File: src/rtl/alu16_reg.sv
// alu16_reg: registered 16-bit ALU execute stage.
// The result and carry-out are computed combinationally from A, B, opcode and Cin,
// then captured on every rising CLK edge (1-cycle latency, no enable).
// RST_N clears Y/Cout asynchronously.
module alu16_reg #(
  parameter int WIDTH = 16
) (
  input  logic             CLK,
  input  logic             RST_N,
  input  logic [WIDTH-1:0] A,
  input  logic [WIDTH-1:0] B,
  input  logic [3:0]       opcode,
  input  logic             Cin,
  output logic [WIDTH-1:0] Y,
  output logic             Cout
);

  localparam logic [3:0] OP_ADD   = 4'h0;
  localparam logic [3:0] OP_ADC   = 4'h1;
  localparam logic [3:0] OP_SUB   = 4'h2;
  localparam logic [3:0] OP_SBC   = 4'h3;
  localparam logic [3:0] OP_INC   = 4'h4;
  localparam logic [3:0] OP_DEC   = 4'h5;
  localparam logic [3:0] OP_AND   = 4'h6;
  localparam logic [3:0] OP_OR    = 4'h7;
  localparam logic [3:0] OP_XOR   = 4'h8;
  localparam logic [3:0] OP_NOT   = 4'h9;
  localparam logic [3:0] OP_SHL   = 4'hA;
  localparam logic [3:0] OP_SHR   = 4'hB;
  localparam logic [3:0] OP_ASR   = 4'hC;
  localparam logic [3:0] OP_RCL   = 4'hD;
  localparam logic [3:0] OP_RCR   = 4'hE;
  localparam logic [3:0] OP_PASSB = 4'hF;

  logic [WIDTH-1:0] add_b;
  logic             add_c;
  logic [WIDTH:0]   sum;
  logic [WIDTH-1:0] y_d, y_q;
  logic             cout_d, cout_q;

  // Select the second adder operand and carry-in; all arithmetic ops share one adder.
  always_comb begin
    add_b = B;
    add_c = 1'b0;
    case (opcode)
      OP_ADD: begin add_b = B;                add_c = 1'b0; end
      OP_ADC: begin add_b = B;                add_c = Cin;  end
      OP_SUB: begin add_b = ~B;               add_c = 1'b1; end
      OP_SBC: begin add_b = ~B;               add_c = Cin;  end
      OP_INC: begin add_b = '0;               add_c = 1'b1; end
      OP_DEC: begin add_b = {WIDTH{1'b1}};    add_c = 1'b0; end
      default: begin add_b = B;               add_c = 1'b0; end
    endcase
    sum = {1'b0, A} + {1'b0, add_b} + {{WIDTH{1'b0}}, add_c};
  end

  // Next-state result and carry for every opcode; the map is full so no X can escape.
  always_comb begin
    y_d    = '0;
    cout_d = 1'b0;
    case (opcode)
      OP_ADD, OP_ADC, OP_SUB, OP_SBC, OP_INC, OP_DEC: begin
        y_d    = sum[WIDTH-1:0];
        cout_d = sum[WIDTH];
      end
      OP_AND:   y_d = A & B;
      OP_OR:    y_d = A | B;
      OP_XOR:   y_d = A ^ B;
      OP_NOT:   y_d = ~A;
      OP_SHL: begin
        y_d    = {A[WIDTH-2:0], 1'b0};
        cout_d = A[WIDTH-1];
      end
      OP_SHR: begin
        y_d    = {1'b0, A[WIDTH-1:1]};
        cout_d = A[0];
      end
      OP_ASR: begin
        y_d    = {A[WIDTH-1], A[WIDTH-1:1]};
        cout_d = A[0];
      end
      OP_RCL: begin
        y_d    = {A[WIDTH-2:0], Cin};
        cout_d = A[WIDTH-1];
      end
      OP_RCR: begin
        y_d    = {Cin, A[WIDTH-1:1]};
        cout_d = A[0];
      end
      OP_PASSB: y_d = B;
      default: begin
        y_d    = '0;
        cout_d = 1'b0;
      end
    endcase
  end

  // Output registers: capture every edge, cleared asynchronously by RST_N.
  always_ff @(posedge CLK or negedge RST_N) begin
    if (!RST_N) begin
      y_q    <= '0;
      cout_q <= 1'b0;
    end else begin
      y_q    <= y_d;
      cout_q <= cout_d;
    end
  end

  assign Y    = y_q;
  assign Cout = cout_q;

endmodule

File: config.mk
export PLATFORM = sky130hd
export DESIGN_NAME = alu16_reg
export DESIGN_NICKNAME = d
export VERILOG_FILES = /design/src/rtl/alu16_reg.sv
export SDC_FILE = /design/constraint.sdc
export NUM_CORES = 1
export LEC_CHECK = 0
export CORE_MARGIN = 2
export CORE_UTILIZATION = 60
export DETAILED_ROUTE_END_ITERATION = 6
export HOLD_SLACK_MARGIN = 0.12
export PLACE_DENSITY = 0.95
export RECOVER_POWER = 25
export SLEW_MARGIN = 20
export SYNTH_ARGS = -nofsm -noshare
export SYNTH_HDL_FRONTEND = slang
export SYNTH_SLANG_ARGS = --single-unit
File: constraint.sdc
create_clock -name CLK -period 0.8 [get_ports CLK]
set_clock_uncertainty 0.05 [all_clocks]
set_input_delay 0.12 -clock CLK [delete_from_list [all_inputs] [get_ports CLK]]
set_output_delay 0.12 -clock CLK [all_outputs]
set_load 0.03 [all_outputs]
==> results.toml, run 1 <==
[run_status]
status = "aborted with a tool error"
haltStage = "global routing"
error = "[ERROR GRT-0116] Global routing finished with congestion. Check the congestion regions in the DRC Viewer."

[placement]
place_congestion = 1.009
dpl.hpwl_microns = 11980
port_buffers = 55
dpl_cell_area_sq_um = 5035

[synthesis]
yosys.area_share.simple_pct = 18.27
synth_nets = 578
ys_seq_area_share_pct = 12.04
synth_fa_ha_area_share_pct = 17.77
synth_compound_area_share_pct = 38.51
yosysUniqueCellTypes = 70
synth_top_family_by_area = "compound AO/OA/AOI/OAI gates"
synthMuxAreaShare_pct = 2.938
yosys-top-cells-area = "ha_1 17%, dfrtp_1 12%, a21oi_1 8.9%"
yosysWarnings = 0
syn_area_sq_um = 3535
ys_ff_latch = 17
synth_top_area_share_pct = 16.64
avgSynthCellArea_sq_um = 7.214
synth_largest_area_cell = "ha_1"
syn_inst = 490
ys.flop_type = "dfrtp_1"
async_reset_ff_share_pct = 100.0
synth_edf_count = 0
synth_xor_xnor_area_share_pct = 1.487

[floorplanning]
die_x_microns = 80.76
io_pins = 56
die-height_microns = 80.76
rows = 27
start_util_pct = 63.03

[cts]
cts.sinks = 17
clockBufferDepth = 2
cts_buffers = 3
cts_max_level = 1
hold_buffers = 0
root_buffer = "clkbuf_8"

[grt]
grt_pass1_wl_microns = 36100
grtUsageTotal_pct = 73.21
grt_pass1_vias = 6501
grt_max_degree = 29
grt-ovfl-total = 48
[synthesized netlist by cell type (3+ instances only)]
master and instances:
a211oi_1 7, o22ai_1 24, nor3_1 10, a32oi_1 3, or4_1 3, o2111ai_1 5, xnor2_1 4, mux2_2 3
a21o_1 5, a22oi_1 8, o21a_1 4, inv_1 38, clkbuf_1 14, nor3b_1 4, a22o_1 7, dfrtp_1 17
and3b_1 3, nand2_1 22, o211ai_1 5, a21oi_1 63, a221oi_1 9, a2111oi_0 3, buf_1 3, nand3_1 11
nand4_1 3, ha_1 47, nor2_1 38, mux2i_1 7, o21ai_0 36, nor2b_1 11, nand2b_1 6, buf_2 17
[routing by layer]
layer	GRT overflow	global-route usage, %
met1	0	72.35
met4	20	75.59
met2	28	92.17
met3	0	55.00
met5	0	19.17
[per-stage QoR]
| stage | setup slack, ns | hold WS, ns | TNS, ns | util (%) | instances |
|---|---|---|---|---|---|
| after floorplan | -2.082 | -0.2256 | -26.87 | - | 490 |
| after global placement | -2.553 | 0.4172 | -36.90 | 89.78 | 712 |
| after detailed placement | -2.824 | 0.4297 | -40.59 | 89.78 | 712 |
| after CTS | -1.846 | 0.1502 | -27.92 | 94.04 | 720 |
[cell families after synthesis]
family / after synthesis
AOI/OAI and AO/OA: 206
xor gates and xnor gates: 6
adders and majority gates: 49
buffers and inverters: 76
DFF: 17
muxes: 10
and+or+nand+nor: 126
[repair_timing]
action | in CTS
endpoints found under the setup margin | 34
buffers inserted | 4
pin swaps | 20
resized for setup | 77
cloned | 0
==> run 2: changes to the inputs <==
--- a/config.mk
+++ b/config.mk
@@ -6,10 +6,9 @@
 export NUM_CORES = 1
 export LEC_CHECK = 0
 export CORE_MARGIN = 2
-export CORE_UTILIZATION = 60
+export CORE_UTILIZATION = 40
 export DETAILED_ROUTE_END_ITERATION = 6
-export HOLD_SLACK_MARGIN = 0.12
-export PLACE_DENSITY = 0.95
+export PLACE_DENSITY_LB_ADDON = 0.15
 export RECOVER_POWER = 25
 export SLEW_MARGIN = 20
 export SYNTH_ARGS = -nofsm -noshare
==> run 2 against run 1 <==
Against the previous run:
- the flow now finishes, with violations (negative setup slack)
- synthesized cell count unchanged
- area after synthesis unchanged
==> results.toml, run 2 <==
[floorplanning]
die-height_microns = 98.01
core_area_sq_um = 8636
die_area_sq_um = 9605
io_pins = 56
die_x_microns = 98.01
start_util_pct = 40.93
rows = 34

[timing]
fin_crit_sh_pct = 313.4
worst_slew_pin_slew_ns = 0.5850
setup_tns_ns = -26.56
rsz0062_at_grt = "true"
finalHoldViolCount = 0
fin_crit_ns = 2.507
setup_viol = 34
max_freq_mhz = 398.9
layout_setup_ws_ns = -1.707
drv_slew = 0
slew_headroom_pct = 59.99

[placement]
port_buffers = 55
dpl.hpwl_microns = 10670
place_congestion = 0.9210
place_inst = 759

[synthesis]
ys_ff_latch = 17
synth_largest_area_cell = "ha_1"
ys.flop_type = "dfrtp_1"
synth_nets = 578
avgSynthCellArea_sq_um = 7.214
synthTopCellsByCount = "63 x a21oi_1, 47 x ha_1, 38 x inv_1, 38 x nor2_1, 36 x o21ai_0"
synth_edf_count = 0
syn_area_sq_um = 3535
synth_top_area_share_pct = 16.64
ys_seq_area_share_pct = 12.04
syn_inst = 490
yosysWarnings = 0
async_reset_ff_share_pct = 100.0
synth.most_common_cell = "a21oi_1"
yosys-top-cells-area = "ha_1 17%, dfrtp_1 12%, a21oi_1 8.9%"
yosysUniqueCellTypes = 70

[worst_setup_path]
critPathKind = "input pin to flip-flop"
arrival_ns = 2.60
worstPathMaxFanout = 5
cp-start-kind = "input pin"
endpoint_kind = "flip-flop"
required_ns = 0.89

[pwr]
p_clk_share_pct = 11.0
seqPwrFrac_pct = 16.5
swShare_pct = 44.15
p_sw_mw = 2.927
power.leakage_nw = 2.712
total_power_mw = 6.628
irDropWorstVdd_mv = 0.5651
intPower_mw = 3.702
powerDensity_nw_per_um2 = 1135
pwr-share-comb_pct = 72.5

[route]
viasPerCell = 6.177
drt_first_pass_iters = 7
first_iter_violations = 534
ant_nets = 0
wl_microns = 15030
post-route-drc-count = 0
wl_per_cell_microns = 19.17
vias = 4843

[cells_and_area]
layout_common_cells = "141 x buf_4, 49 x a21oi_1, 46 x ha_1, 38 x inv_1"
layout-drive-gt1-share_pct = 39.20
fin_cells = 784
post-route-util_pct = 67.62
nets = 765
final_common_cell = "buf_4"
diodes = 0
largest_register_ffs = 16
syn_to_final_growth_pct = 65.20

[cts]
root_buffer = "clkbuf_8"
clockBufferDepth = 2
cts_tree = "yes"
cts_max_level = 1
cts_buffers = 3
hold_buffers = 0
cts.sinks = 17
clkTransAtPathRegs_ns = 0.08

[grt]
antenna_found_initial = 0
grt_pass1_wl_microns = 22320
grt-ovfl-total = 0
grt_max_degree = 37
grtUsageTotal_pct = 28.67
grt_pass1_vias = 4370

[min_path]
min_path_type = "input pin to async pin"

[run_status]
status = "finished, violations left"
violations = "negative setup slack"

[run]
drv_cap = 0
run 2: cell counts after synthesis:
No cell type changed its count.
run 2: logic make-up (layout without fill, tap and decap cells):
family,after synthesis,after routing,share of synthesized area [%]
adders and majority gates,49,49,17.77
AOI/OAI and AO/OA,206,206,38.51
and+or+nand+nor,126,126,18.27
buffers and inverters,76,262,8.991
muxes,10,10,2.938
DFF,17,17,12.04
xor gates and xnor gates,6,6,1.487
run 2: how the worst max path moves through the flow:
stage,from,end,slack (ns)
after floorplan,opcode[0],Y[14],-2.08
after global placement,opcode[1],Y[11],-2.46
after detailed placement,opcode[1],Y[14],-2.50
after CTS,opcode[1],Y[14],-1.65
after global routing,opcode[1],Cout,-1.79
final,opcode[1],Y[4],-1.71
run 2: through the flow:
step                worst slack (ns)  cell area [sq um]  hold slack (ns)
floorplan                     -2.082               3776          -0.2256
global placement              -2.461               5175           0.4300
detailed placement            -2.504               5175           0.4294
CTS                           -1.651               5464           0.1417
global route                  -1.794               5839           0.2868
finish                        -1.707               5839           0.2179
run 2: worst max-delay path, stage by stage:
cell and delay, ns:
buf_8 0.11, buf_6 0.12, nor2_4 0.12, nand2_4 0.08, o21ai_4 0.07, a21oi_2 0.07, fa_2 0.36, fa_2 0.41
a21oi_4 0.15, buf_4 0.13, buf_6 0.08, buf_6 0.10, o21bai_4 0.07, xor2_1 0.15, a222oi_1 0.33, o21ai_1 0.13
run 2: layout make-up:
type / instances / area, sq um
tap: 108 / 135.1
timing repair buffer: 218 / 1916
clock buffer: 4 / 45.04
multi-input combinational: 397 / 3163
inverter: 40 / 155.1
fill: 719 / 2796
sequential: 17 / 425.4
run 2: layer usage:
layer  part of all wire [%]  wire [microns]  global-route usage [%]
met1                     40            6026                   39.12
met2                     49            7409                   49.47
met3                    8.3            1248                   1.933
met4                    2.3             347                   6.838
met5                      0               0                       0
run 2: timing repair:
item	4_1_cts	5_1_grt
gates cloned	0	2
endpoints found under the setup margin	34	34
pin swaps	25	30
buffers inserted	6	13
gates resized for setup	84	62
run 2: power by group through the flow:
stage                     Sequential (mW)  Combinational, mW  Clock [mW]
after global routing                 1.11               5.10       0.760
after detailed placement             1.08               4.00           0
after CTS                            1.10               4.31       0.745
after floorplan                      1.42               1.93           0
final                                1.10               4.80       0.729
after global placement               1.08               3.92           0
Note: power is estimated with default switching activity, not from simulation.
==> edit 1: new RTL, config.mk and constraints of run 2 <==
Add an input register stage for `B`, `opcode` and `Cin`, cleared by the reset; this delays them by one clock. The other inputs are not delayed to match. Comments in the files are not updated.
--- a/src/rtl/alu16_reg.sv
+++ b/src/rtl/alu16_reg.sv
@@ -33,4 +33,20 @@
   localparam logic [3:0] OP_PASSB = 4'hF;
 
+  logic [WIDTH-1:0] B_q;
+  logic [3:0] opcode_q;
+  logic Cin_q;
+
+  always_ff @(posedge CLK or negedge RST_N) begin
+    if (!RST_N) begin
+      B_q      <= '0;
+      opcode_q <= '0;
+      Cin_q    <= '0;
+    end else begin
+      B_q      <= B;
+      opcode_q <= opcode;
+      Cin_q    <= Cin;
+    end
+  end
+
   logic [WIDTH-1:0] add_b;
   logic             add_c;
@@ -41,14 +57,14 @@
   // Select the second adder operand and carry-in; all arithmetic ops share one adder.
   always_comb begin
-    add_b = B;
+    add_b = B_q;
     add_c = 1'b0;
-    case (opcode)
-      OP_ADD: begin add_b = B;                add_c = 1'b0; end
-      OP_ADC: begin add_b = B;                add_c = Cin;  end
-      OP_SUB: begin add_b = ~B;               add_c = 1'b1; end
-      OP_SBC: begin add_b = ~B;               add_c = Cin;  end
+    case (opcode_q)
+      OP_ADD: begin add_b = B_q;                add_c = 1'b0; end
+      OP_ADC: begin add_b = B_q;                add_c = Cin_q;  end
+      OP_SUB: begin add_b = ~B_q;               add_c = 1'b1; end
+      OP_SBC: begin add_b = ~B_q;               add_c = Cin_q;  end
       OP_INC: begin add_b = '0;               add_c = 1'b1; end
       OP_DEC: begin add_b = {WIDTH{1'b1}};    add_c = 1'b0; end
-      default: begin add_b = B;               add_c = 1'b0; end
+      default: begin add_b = B_q;               add_c = 1'b0; end
     endcase
     sum = {1'b0, A} + {1'b0, add_b} + {{WIDTH{1'b0}}, add_c};
@@ -59,12 +75,12 @@
     y_d    = '0;
     cout_d = 1'b0;
-    case (opcode)
+    case (opcode_q)
       OP_ADD, OP_ADC, OP_SUB, OP_SBC, OP_INC, OP_DEC: begin
         y_d    = sum[WIDTH-1:0];
         cout_d = sum[WIDTH];
       end
-      OP_AND:   y_d = A & B;
-      OP_OR:    y_d = A | B;
-      OP_XOR:   y_d = A ^ B;
+      OP_AND:   y_d = A & B_q;
+      OP_OR:    y_d = A | B_q;
+      OP_XOR:   y_d = A ^ B_q;
       OP_NOT:   y_d = ~A;
       OP_SHL: begin
@@ -81,12 +97,12 @@
       end
       OP_RCL: begin
-        y_d    = {A[WIDTH-2:0], Cin};
+        y_d    = {A[WIDTH-2:0], Cin_q};
         cout_d = A[WIDTH-1];
       end
       OP_RCR: begin
-        y_d    = {Cin, A[WIDTH-1:1]};
+        y_d    = {Cin_q, A[WIDTH-1:1]};
         cout_d = A[0];
       end
-      OP_PASSB: y_d = B;
+      OP_PASSB: y_d = B_q;
       default: begin
         y_d    = '0;
Behaviour: not the same (Yosys sat finds a counterexample within 4 cycles, from zero or initial values and one cycle with RST_N low).
==> edit 1 against run 2 <==
- the flow still finishes with violations (setup timing)
- sequential cell count up 21
- global-route usage fell by 2.8 points
- total power is 25% higher
- design area up 8.6%
- area after synthesis is 18% higher
- final cell count grew 5.2%
- first-iteration DRC count fell by 24%
- fmax decreased by 12%
- critical path depth shrank 4
- setup slack worse by 0.34 ns
- die area increased by 17%
- routed wire length decreased by 2.4%
==> edit 1: results (changes against run 2) <==
* Worst slew pin tran at 0.476 ns (-0.109 ns)
* Gate Count Post-Synth at 515 (+5.1%)
* Detail Placement HPWL at 10800 um (+1.6%)
* Global-route wire length before repair at 23200 um (+4.0%)
* Final setup viols at 34 (unchanged)
* Post-CTS sizing at 37 (-56%)
* Sequential fraction of the synthesis area at 22.8% (+11 points)
* # nets final at 776 (+1.4%)
* Synth area leaders: dfrtp_1 23%, ha_1 14%, a21oi_1 6.6%
* Cts hold-fix bufs at 1 (+1)
* Outcome: complete, but fails checks
* Worst min path class: in -> reg
* Slowest stage delay, CP at 0.47 ns (+0.06 ns)
* Clock Latency Late Sink at 0.31 ns
* Synth top cells by count: 55 x a21oi_1, 47 x ha_1, 39 x inv_1, 38 x dfrtp_1, 33 x nand2_1
* Via count at 4723 (-2.5%)
* Htree depth at 2 (+1)
* Failing checks: setup timing
* Number of distinct library cells after synthesis at 65 (-7.1%)
* Leakage power total at 2.89 nW (+6.5%)
* Routability Congestion at 0.923 (+0.18%)
* Share of cells above drive strength 1 at 33.7% (-5.5 points)
* Crit path arrival time at 2.96 ns (+0.36 ns)
* Post-CTS Setup Inserts at 4 (-2)
* Worst setup margin at -2.05 ns (-0.338 ns)
* Critical Path Slowest Stage Cell: dfrtp_2
* Vias in the first global route at 4484 (+2.6%)
* Total GRT Usage at 25.8% (-2.8 points)
* First drt pass iteration count at 5 (-2)
* Peak VDD IR at 693 uV (+23%)
* DRT iter0 DRCs at 406 (-24%)
* Placed standard-cell area at 0.00585 mm2 (+13%)
* Routed wire length at 14700 um (-2.4%)
* DR vias/cell at 5.72 (-7.3%)
* Dpl ws at -2.15 ns (+0.352 ns)
* Placed insts at 809 (+6.6%)
* Synth Net Count at 603 (+4.3%)
* CTS Buf Count at 5 (+2)
* Final setup TNS at -34.63 ns (-8.06 ns)
edit 1: metal layers:
layer | share of wire (%) | global-route usage (%) | vias to the layer above
met1 | 46 | 35.9 | 2259
met2 | 47 | 42.0 | 154
met5 | 0 | 0 | -
li1 | - | - | 2273
met3 | 4.8 | 3.13 | 37
met4 | 2.8 | 7.52 | 0
edit 1: logic make-up after synthesis:
kind of cell / Yosys count / share of synthesized area (%)
buf+inv: 78 / 7.85
mux: 16 / 3.84
simple gates: 126 / 16.5
fa+ha+maj: 49 / 15.0
compound gates: 202 / 32.7
xor+xnor: 6 / 1.26
flops: 38 / 22.8
edit 1: cell type report:
cell class,instances,area [um2],area share (%)
clock inverters,2,12.5,0.197
repair buffers,204,1760,27.7
clock buffers,6,82.6,1.30
inverters,40,150,2.37
well taps,136,170,2.68
flip-flops and latches,38,956,15.1
multi-input cells,399,3210,50.6
edit 1: final timing paths:
kind,depth (start not counted),slack (ns),start,to
min reg2reg,5,0.75,B_q[3]$_DFF_PN0_,Y[3]$_DFF_PN0_
min,1,0.20,B[10],B_q[10]$_DFF_PN0_
max,12,-2.05,opcode_q[0]$_DFF_PN0_,Y[6]$_DFF_PN0_
max in group asynchronous,3,0.23,RST_N,opcode_q[2]$_DFF_PN0_
min in group asynchronous,3,0.26,RST_N,Y[2]$_DFF_PN0_
max reg2reg,12,-2.05,opcode_q[0]$_DFF_PN0_,Y[6]$_DFF_PN0_
edit 1: power by group through the flow:
stage	Clock [mW]	Sequential (mW)	Combinational [mW]
CTS	1.57	2.29	4.25
global route	1.65	2.31	4.87
floorplan	0	2.63	1.90
detailed placement	0	2.29	3.98
global placement	0	2.29	3.94
finish	1.49	2.29	4.53
==> edit 2: new RTL, config.mk and constraints of run 2 <==
Made on the original files. The parameter `WIDTH` goes from 16 to 12.
--- a/src/rtl/alu16_reg.sv
+++ b/src/rtl/alu16_reg.sv
@@ -4,5 +4,5 @@
 // RST_N clears Y/Cout asynchronously.
 module alu16_reg #(
-  parameter int WIDTH = 16
+  parameter int WIDTH = 12
 ) (
   input  logic             CLK,
Ports: changed (resized A, B and Y); port bits go from 56 to 44. The function was not compared with the original's and may differ.
==> edit 2 against run 2 <==
- the run still ends with setup timing left
- largest power group unchanged
- design area fell by 20%
- non-clock buffer count fell by 37
- setup slack improved by 0.34 ns
- area after synthesis fell by 26%
- routed wire length fell by 29%
- total power fell by 22%
- sequential cell count fell by 4
- hold slack improved by 0.027 ns
==> edit 2: results (changes against run 2) <==
* Clock transition at path regs at 0.05 ns (-0.03 ns)
* Detail Placement HPWL at 7410 um (-31%)
* Leakage power total at 2.18 nW (-20%)
* Routed wire length at 10700 um (-29%)
* Max-cap violations at 0 (unchanged)
* Synth Net Count at 417 (-28%)
* Clk root buf: clkbuf_8
* Largest net degree at the start of global routing at 20 (-46%)
* Outcome: complete, but fails checks
* Critical Path Source: opcode[1]
* Async S/R FF share, synth at 100% (unchanged)
* Synth area leaders: ha_1 17%, dfrtp_1 13%, a21oi_1 8.1%
* Largest register FFs at 12 (-4)
* Routability Congestion at 0.921 (about the same)
* Main synth FF type: dfrtp_1
* Total GRT Usage at 27.9% (-0.76 points)
* Global-route wire length before repair at 16100 um (-28%)
* Placed insts at 561 (-26%)
* Worst min path class: in -> async
* First drt pass iteration count at 7 (unchanged)
* # nets final at 583 (-24%)
* Crit path arrival time at 2.22 ns (-0.38 ns)
* Peak VDD IR at 1430 uV (+150%)
* IO Port Bufs at 43 (-22%)
* Share of cells above drive strength 1 at 46.9% (+7.7 points)
* Ys Warns at 0 (unchanged)
* Worst setup margin at -1.37 ns (+0.337 ns)
* Overflow after GRT at 0 (unchanged)
* Gate Count Post-Synth at 349 (-29%)
* Final setup TNS at -17.26 ns (+9.30 ns)
* Synth top cells by count: 42 x a21oi_1, 35 x ha_1, 30 x inv_1, 27 x o21ai_0, 26 x nand2_1
* Slew Limit Headroom at 67.5% (+7.5 points)
* Htree depth at 1 (unchanged)
* Failing checks: setup timing
* Placed standard-cell area at 0.00394 mm2 (-24%)
* CTS Buf Count at 3 (unchanged)
* Initial antenna violation count at 2 (+2)
* Number of distinct library cells after synthesis at 61 (-13%)
* Worst hold slack at 0.245 ns (+0.0269 ns)
* Sequential fraction of the synthesis area at 12.5% (+0.46 points)
* Vias in the first global route at 3320 (-24%)
* Clk buf depth at 2 (unchanged)
* Crit path max fanout at 6 (+1)
* Final std cells w/o fill at 592 (-24%)
* DR vias/cell at 6.01 (-2.8%)
* Final setup viols at 26 (-24%)
* Critical path endpoint: Y[11]$_DFF_PN0_
* Dpl ws at -2.10 ns (+0.405 ns)
* DRT iter0 DRCs at 381 (-29%)
-- edit 2: cell types whose count changed after synthesis, sizes merged, moves of 6 or more --
cell	delta
nor2b	-8
a21oi	-22
a211oi	-7
ha	-12
o21ai	-8
a22o	-7
nand3	-8
clkbuf	-7
buf	-9
inv	-6
nor2	-9
-- edit 2: layout make-up --
type / instances / area, um2
Timing Repair Buffer: 181 / 1640
Multi-Input combinational cell: 284 / 2440
Clock buffer: 4 / 45.0
Tap cell: 77 / 96.3
Sequential cell: 13 / 325
Fill cell: 478 / 1630
Inverter: 32 / 140
Antenna cell: 1 / 2.50
-- edit 2: worst min path at each step --
stage	to	startpoint	cells after the start
6_report	Y[1]$_DFF_PN0_	RST_N	2
3_5_place_dp	Y[0]$_DFF_PN0_	RST_N	2
4_1_cts	Y[0]$_DFF_PN0_	RST_N	2
2_1_floorplan	Cout$_DFF_PN0_	RST_N	0
3_3_place_gp	Y[2]$_DFF_PN0_	RST_N	2
5_1_grt	Y[10]$_DFF_PN0_	RST_N	2
-- edit 2: report_power, final --
| group | switching (mW) | internal [mW] | leakage, nW | total (mW) |
|---|---|---|---|---|
| sequential | 0.0571 | 0.779 | 0.155 | 0.836 |
| combinational | 1.89 | 1.85 | 2.00 | 3.74 |
| clock | 0.213 | 0.350 | 0.0228 | 0.563 |
| total | 2.16 | 2.98 | 2.18 | 5.14 |
-- edit 2: worst max-delay path: stages --
cell      delay (ns)
buf_12          0.11
buf_12          0.13
nor2_1          0.17
nor2_2          0.06
nor2_1          0.16
a221oi_2        0.08
ha_1            0.29
a21o_1          0.19
nand3_2         0.13
buf_4           0.17
a21o_1          0.20
buf_6           0.12
a41oi_2         0.16
o211ai_1        0.11
-- edit 2: what timing repair did --
action | 4_1_cts | 5_1_grt
buffers inserted | 13 | 14
pin swaps | 41 | 42
endpoints found under the setup margin | 26 | 26
gates resized for setup | 95 | 61
gates cloned | 0 | 1
hold buffers | 0 | 0
-- edit 2: logic make-up after synthesis --
kind of cell | after synthesis | share of synthesized area, %
AOI/OAI and AO/OA | 152 | 39.5
and+or+nand+nor | 84 | 16.0
buffers and inverters | 52 | 8.89
adders and majority gates | 37 | 18.4
DFF | 13 | 12.5
muxes | 7 | 3.37
xor gates and xnor gates | 4 | 1.35
-- edit 2: layer usage --
metal  GRT usage [%]  routed length [um]  vias up
li1                -                   -     1644
met1            34.7                4300     1673
met2            48.0                5110      190
met3            4.62                 851       48
met4            11.0                 477        0
met5               0                   0        -
